<file path="config.mk">
export PLATFORM = sky130hd
export DESIGN_NAME = ex_mem_stage
export DESIGN_NICKNAME = d
export VERILOG_FILES = /design/src/rtl/ex_mem_stage_pkg.sv /design/src/rtl/ALU_MIPS.sv /design/src/rtl/ex_mem_stage_alu_ctrl_dec.sv /design/src/rtl/ex_mem_stage.sv
export SDC_FILE = /design/constraint.sdc
export NUM_CORES = 1
export LEC_CHECK = 0
export ABC_AREA = 1
export BUFFER_PORTS_ARGS = -buffer_cell sky130_fd_sc_hd__buf_4
export CAP_MARGIN = 15
export CORE_MARGIN = 2
export CORE_UTILIZATION = 50
export CTS_CLUSTER_DIAMETER = 200
export DETAILED_ROUTE_END_ITERATION = 10
export PLACE_DENSITY = 0.83
export SLEW_MARGIN = 20
export SYNTH_ARGS = -nofsm -noshare
export SYNTH_HDL_FRONTEND = slang
export SYNTH_SLANG_ARGS = --single-unit
export TNS_END_PERCENT = 5
</file>
<file path="constraint.sdc">
create_clock -name clk -period 3.3 [get_ports clk]
set_clock_uncertainty 0.05 [all_clocks]
set_input_delay 0.165 -clock clk [delete_from_list [all_inputs] [get_ports clk]]
set_output_delay 0.165 -clock clk [all_outputs]
set_load 0.01 [all_outputs]
</file>
<file path="src/rtl/ex_mem_stage_pkg.sv">
// Shared constants for the MIPS execute stage: ALU control codes, alu_op
// encodings, R-type funct values, forwarding selects and control-bit indices.
package ex_mem_stage_pkg;

    // 4-bit control codes understood by ALU_MIPS
    localparam logic [3:0] ALU_ADD = 4'b0010;
    localparam logic [3:0] ALU_SUB = 4'b0110;
    localparam logic [3:0] ALU_XOR = 4'b0000;
    localparam logic [3:0] ALU_OR  = 4'b0001;

    // alu_op field produced by the main decoder
    typedef enum logic [1:0] {
        ALU_OP_ADD   = 2'b00,
        ALU_OP_SUB   = 2'b01,
        ALU_OP_RTYPE = 2'b10,
        ALU_OP_ILL   = 2'b11
    } aluOp_e;

    // R-type funct values handled by this stage
    localparam logic [5:0] FUNCT_ADD = 6'b100000;
    localparam logic [5:0] FUNCT_SUB = 6'b100010;
    localparam logic [5:0] FUNCT_XOR = 6'b100110;
    localparam logic [5:0] FUNCT_OR  = 6'b100101;

    // Forwarding selects; 2'b11 behaves like FWD_REG
    localparam logic [1:0] FWD_REG = 2'b00;
    localparam logic [1:0] FWD_WB  = 2'b01;
    localparam logic [1:0] FWD_EX  = 2'b10;

    // Bit positions inside the 4-bit {branch, mem_read, mem_write, reg_write} bundle
    localparam int CTL_BRANCH    = 3;
    localparam int CTL_MEM_READ  = 2;
    localparam int CTL_MEM_WRITE = 1;
    localparam int CTL_REG_WRITE = 0;

    // Operand forwarding mux shared by both ALU inputs
    function automatic logic [31:0] fwdMux(input logic [1:0]  sel,
                                           input logic [31:0] regVal,
                                           input logic [31:0] exVal,
                                           input logic [31:0] wbVal);
        logic [31:0] outVal;
        case (sel)
            FWD_EX:  outVal = exVal;
            FWD_WB:  outVal = wbVal;
            default: outVal = regVal;
        endcase
        return outVal;
    endfunction

endpackage

</file>
<file path="src/rtl/ALU_MIPS.sv">
// 32-bit MIPS ALU: add, sub, xor, or selected by a 4-bit control code.
// Arithmetic wraps modulo 2^32 with no overflow indication.
module ALU_MIPS
    import ex_mem_stage_pkg::*;
(
    input  logic [31:0] a_i,
    input  logic [31:0] b_i,
    input  logic [3:0]  ctrl_i,
    output logic [31:0] result_o,
    output logic        zero_o
);

    // Operation select; unknown codes fall back to add
    always_comb begin
        case (ctrl_i)
            ALU_SUB: result_o = a_i - b_i;
            ALU_XOR: result_o = a_i ^ b_i;
            ALU_OR:  result_o = a_i | b_i;
            default: result_o = a_i + b_i;
        endcase
        zero_o = (result_o == 32'd0);
    end

endmodule

</file>
<file path="src/rtl/ex_mem_stage_alu_ctrl_dec.sv">
// ALU control decoder: maps {alu_op, funct} onto an ALU control code and
// flags encodings this stage does not implement. Unsupported encodings still
// produce a defined add code so the ALU never sees X.
module alu_ctrl_dec
    import ex_mem_stage_pkg::*;
(
    input  logic [1:0] alu_op_i,
    input  logic [5:0] funct_i,
    output logic [3:0] ctrl_o,
    output logic       illegal_o
);

    // Combinational decode with safe add default for anything unrecognised
    always_comb begin
        ctrl_o    = ALU_ADD;
        illegal_o = 1'b0;
        case (alu_op_i)
            ALU_OP_ADD: ctrl_o = ALU_ADD;
            ALU_OP_SUB: ctrl_o = ALU_SUB;
            ALU_OP_RTYPE: begin
                case (funct_i)
                    FUNCT_ADD: ctrl_o = ALU_ADD;
                    FUNCT_SUB: ctrl_o = ALU_SUB;
                    FUNCT_XOR: ctrl_o = ALU_XOR;
                    FUNCT_OR:  ctrl_o = ALU_OR;
                    default:   illegal_o = 1'b1;
                endcase
            end
            default: illegal_o = 1'b1;
        endcase
    end

endmodule

</file>
<file path="src/rtl/ex_mem_stage.sv">
// MIPS execute stage and EX/MEM pipeline register. Forwards operands, runs
// the ALU, computes the branch decision and target, and registers everything
// for the MEM stage with stall (hold) and flush (bubble) handling.
module ex_mem_stage
    import ex_mem_stage_pkg::*;
#(
    parameter int DW = 32,
    parameter int RW = 5
) (
    input  logic          clk,
    input  logic          rst_n,
    input  logic          id_valid,
    input  logic [DW-1:0] id_rs_data,
    input  logic [DW-1:0] id_rt_data,
    input  logic [DW-1:0] id_imm,
    input  logic [DW-1:0] id_pc4,
    input  logic [RW-1:0] id_wreg,
    input  logic [1:0]    id_alu_op,
    input  logic [5:0]    id_funct,
    input  logic          id_alu_src,
    input  logic [3:0]    id_ctl,
    input  logic          id_mem2reg,
    input  logic [1:0]    fwd_a,
    input  logic [1:0]    fwd_b,
    input  logic [DW-1:0] wb_data,
    input  logic          stall,
    input  logic          flush,
    output logic          ex_valid,
    output logic [DW-1:0] ex_alu_result,
    output logic          ex_zero,
    output logic [DW-1:0] ex_store_data,
    output logic [RW-1:0] ex_wreg,
    output logic [3:0]    ex_ctl,
    output logic          ex_mem2reg,
    output logic          ex_br_taken,
    output logic [DW-1:0] ex_br_target,
    output logic          ex_illegal
);

    logic [3:0]    aluCtrl;
    logic          decIllegal;
    logic [31:0]   opA;
    logic [31:0]   rtFwd;
    logic [31:0]   opB;
    logic [31:0]   aluResult;
    logic          aluZero;

    logic          valid_q,     valid_d;
    logic [DW-1:0] result_q,    result_d;
    logic          zero_q,      zero_d;
    logic [DW-1:0] storeData_q, storeData_d;
    logic [RW-1:0] wreg_q,      wreg_d;
    logic [3:0]    ctl_q,       ctl_d;
    logic          mem2reg_q,   mem2reg_d;
    logic          brTaken_q,   brTaken_d;
    logic [DW-1:0] brTarget_q,  brTarget_d;
    logic          illegal_q,   illegal_d;

    alu_ctrl_dec u_dec (
        .alu_op_i  (id_alu_op),
        .funct_i   (id_funct),
        .ctrl_o    (aluCtrl),
        .illegal_o (decIllegal)
    );

    // Forwarded operands; store data always takes the forwarded rt
    always_comb begin
        opA   = fwdMux(fwd_a, id_rs_data, result_q, wb_data);
        rtFwd = fwdMux(fwd_b, id_rt_data, result_q, wb_data);
        opB   = id_alu_src ? id_imm : rtFwd;
    end

    ALU_MIPS u_alu (
        .a_i      (opA),
        .b_i      (opB),
        .ctrl_i   (aluCtrl),
        .result_o (aluResult),
        .zero_o   (aluZero)
    );

    // Next-state selection: flush (or an empty ID slot) clears the control
    // side and leaves data fields holding; stall holds everything
    always_comb begin
        valid_d     = valid_q;
        result_d    = result_q;
        zero_d      = zero_q;
        storeData_d = storeData_q;
        wreg_d      = wreg_q;
        ctl_d       = ctl_q;
        mem2reg_d   = mem2reg_q;
        brTaken_d   = brTaken_q;
        brTarget_d  = brTarget_q;
        illegal_d   = illegal_q;
        if (flush || (!stall && !id_valid)) begin
            valid_d   = 1'b0;
            ctl_d     = 4'b0000;
            brTaken_d = 1'b0;
            illegal_d = 1'b0;
        end else if (!stall) begin
            valid_d     = 1'b1;
            result_d    = aluResult;
            zero_d      = aluZero;
            storeData_d = rtFwd;
            wreg_d      = id_wreg;
            ctl_d       = decIllegal ? 4'b0000 : id_ctl;
            mem2reg_d   = id_mem2reg;
            brTaken_d   = !decIllegal && id_ctl[CTL_BRANCH] && aluZero;
            brTarget_d  = id_pc4 + (id_imm << 2);
            illegal_d   = decIllegal;
        end
    end

    // EX/MEM register with asynchronous clear
    always_ff @(posedge clk or negedge rst_n) begin
        if (!rst_n) begin
            valid_q     <= 1'b0;
            result_q    <= '0;
            zero_q      <= 1'b0;
            storeData_q <= '0;
            wreg_q      <= '0;
            ctl_q       <= 4'b0000;
            mem2reg_q   <= 1'b0;
            brTaken_q   <= 1'b0;
            brTarget_q  <= '0;
            illegal_q   <= 1'b0;
        end else begin
            valid_q     <= valid_d;
            result_q    <= result_d;
            zero_q      <= zero_d;
            storeData_q <= storeData_d;
            wreg_q      <= wreg_d;
            ctl_q       <= ctl_d;
            mem2reg_q   <= mem2reg_d;
            brTaken_q   <= brTaken_d;
            brTarget_q  <= brTarget_d;
            illegal_q   <= illegal_d;
        end
    end

    assign ex_valid      = valid_q;
    assign ex_alu_result = result_q;
    assign ex_zero       = zero_q;
    assign ex_store_data = storeData_q;
    assign ex_wreg       = wreg_q;
    assign ex_ctl        = ctl_q;
    assign ex_mem2reg    = mem2reg_q;
    assign ex_br_taken   = brTaken_q;
    assign ex_br_target  = brTarget_q;
    assign ex_illegal    = illegal_q;

endmodule

</file>
==> impl_metrics.yaml <==
outcome:
  status: "finished, violations left"
  failed_checks: "negative setup slack"
floorplan:
  die_w_um: 157
  die_h_um: 157
  initial_core_util_pct: 50.5
  dieArea_um2: 24700
  row_count: 56
  ioPinCount: 298
  fp.coreArea_um2: 23300
cells_and_area:
  final_common_cell: "buf_4"
  final_nets: 2812
  final_cell_mix: "667 x buf_4, 540 x nand2_1, 214 x inv_1"
  synthToLayoutAreaGrowth_pct: 54.5
  fillers: 1761
  drive_above_1_share_pct: 35.6
  final_area_um2: 18100
sta:
  hold_viol_final: 0
  finalSetupViolCount: 28
  slew_headroom_pct: 42.1
  timing.final.ws_setup_ps: -897
  period_share_pct: 127
  rsz0062_at_grt: "true"
  fin_crit_ps: 4200
  fmax_mhz: 238
  final_max_slew_viol_count: 0
  worst_pin_slew_ps: 868
global_route:
  grt_max_degree: 115
  grt_pass1_vias: 15220
  grt_usage_pct: 41.9
  grt-ovfl-total: 0
  antenna_found_initial: 4
  grt_pass1_wl_mm: 80.3
synth:
  synth_edf_count: 0
  synth_flop_cell: "dfrtp_1"
  synthCells: 1880
  netlist_top_cells_area: "dfrtp_1 23%, nand2_1 19%, ha_1 11%"
  synth_top_area_share_pct: 23.5
  ys_seq_area_share_pct: 23.5
  ys_seq_elements: 110
  synth_top_cell_by_area: "dfrtp_1"
  yosysUniqueCellTypes: 50
  syn_avg_cell_area_um2: 6.24
  synth_nets: 2177
  netlist_area_um2: 11700
  synthArstFlopShare_pct: 100
  yosys_warnings: 0
power:
  p_leak_nw: 9.93
  total_power_mw: 8.83
  power_density_nw_per_um2: 487
  irDropWorstVdd_v: 0.000310
setup_path:
  end_kind: "flop"
  cp_slowest_cell: "ha_1"
  required_ps: 3560
  crit_type: "in2reg"
  crit_top_cell: "nand2_1"
  cp.arrival_ps: 4450
  rrSetupSlack_ps: -870
  reg2reg_depth: 31
  r2r_start: "ex_alu_result[1]"
  path_buf_inv: 7
  cp-start-kind: "primary input"
  crit_family: "simple AND/OR/NAND/NOR gates"
  max_stage_delay_ps: 350
  r2r_end: "ex_store_data[1]"
  crit_fanout: 12
drt:
  drt_iter0_markers: 1722
  wire_per_inst_um: 19.2
  vias_per_cell: 5.64
  wirelength_mm: 54.6
  drt-pass1-iter-count: 6
  ant_nets: 0
  drcViolationCount: 0
  vias: 16024
clocking:
  cts.sinks: 110
  clk_latency_ps: 370
  cts_tree: "yes"
  clk_path_buf_depth: 2
  cts_buffers: 9
  root_buffer: "clkbuf_16"
  clk_pin_slew_ps: 90
  htreeDepth: 3
hold_path:
  hold_class: "in2reg"
  holdPathStages: 4
  hold_path_end: "ex_valid"
  hold_start: "flush"
place:
  pre_cts_ws_ps: -1130
  gp_congestion: 1.00
  portBuffers: 297
  place_area_um2: 16700
  dpl.hpwl_mm: 40.6
run:
  cap_violations: 0
## area by class of cell
cell class / instances / area [um^2] / share of cell area (%)
diodes: 4 / 10.0 / 0.0552
well taps: 319 / 399 / 2.20
flip-flops and latches: 110 / 2750 / 15.2
repair buffers: 687 / 5270 / 29.1
inverters: 223 / 852 / 4.70
clock buffers: 9 / 225 / 1.24
multi-input cells: 1484 / 8530 / 47.0
clock inverters: 7 / 95.1 / 0.524
## metal layers
layer	vias to the layer above	part of all wire (%)	GRT usage [%]
li1	7383	-	-
met5	-	0	0
met2	1045	44	65.2
met3	239	11	9.00
met4	0	6.2	20.8
met1	7357	39	55.1
## state kept, by name, indices dropped and copies added, names as in the netlist
register,flops
ex_alu_result,32
ex_br_taken,1
ex_br_target,32
ex_ctl,4
ex_illegal,1
ex_mem2reg,1
ex_store_data,32
ex_valid,1
ex_wreg,5
ex_zero,1
## Yosys cell counts (3+ instances only)
cell      number
a31oi_1        8
clkbuf_1      53
nor2_2         3
xor2_1        42
or2_1         18
buf_1          3
nor2_1       147
a32o_1         3
o31ai_1        4
inv_2          4
dfrtp_1      110
buf_2          3
o21a_1         8
xnor2_1        9
and3_1         3
a221o_1        7
nand4_1       21
or2_2         27
nor2_4         3
a21oi_1      117
o21ai_2        3
nand3b_1      14
nand3_1      175
buf_6          3
ha_1         107
nor3_1        13
nand2_2        7
inv_1        218
nand2_1      583
o21ai_0      138
o21bai_1       3
## worst reg2reg max path: cells and delay by family, from the launching register on
family | cells | cell delay [ps]
compound gates | 1 | 120
buf+inv | 26 | 3240
flops | 1 | 400
simple gates | 4 | 330
## cells by family after synthesis
logic type / after synthesis / synth area share (%)
DFF: 110 / 23.5
adders and majority gates: 109 / 11.7
and+or+nand+nor: 1022 / 37.5
buffers and inverters: 286 / 9.40
AOI/OAI and AO/OA: 302 / 14.1
xor gates and xnor gates: 51 / 3.81
## how the worst max path moves through the flow
stage	depth (start not counted)	to	slack, ps	from
5_1_grt	29	ex_zero	-1060	ex_alu_result[1]
3_3_place_gp	33	ex_zero	-1080	fwd_b[0]
3_5_place_dp	33	ex_zero	-1130	fwd_b[0]
2_1_floorplan	33	ex_zero	-430	fwd_b[0]
6_report	30	ex_zero	-900	fwd_b[0]
4_1_cts	26	ex_zero	-630	ex_alu_result[2]
## what timing repair did
action,4_1_cts,5_1_grt
pin swaps,42,73
hold buffers,11,0
hold endpoints to repair,71,0
setup buffers,36,15
gates resized for setup,45,125
endpoints found under the setup margin,23,31
## stage by stage
step | setup TNS, ps | cells | hold WS (ps) | utilization (%)
after global placement | -14800 | 2761 | 260 | 71.9
after global routing | -17740 | 2843 | 71.9 | 78.0
after CTS | -7220 | 2824 | 47.4 | 75.6
after floorplan | -1710 | 1880 | -181 | -
after detailed placement | -16150 | 2761 | 263 | 71.9
final | -13210 | 2843 | 59.9 | 78.0
## power by group
group          internal, mW  switching, mW  leakage [nW]
clock network         0.556          0.653         0.151
registers              1.66          0.237          1.37
logic                  2.65           3.07          8.41
(Power assumes the default switching activity.)
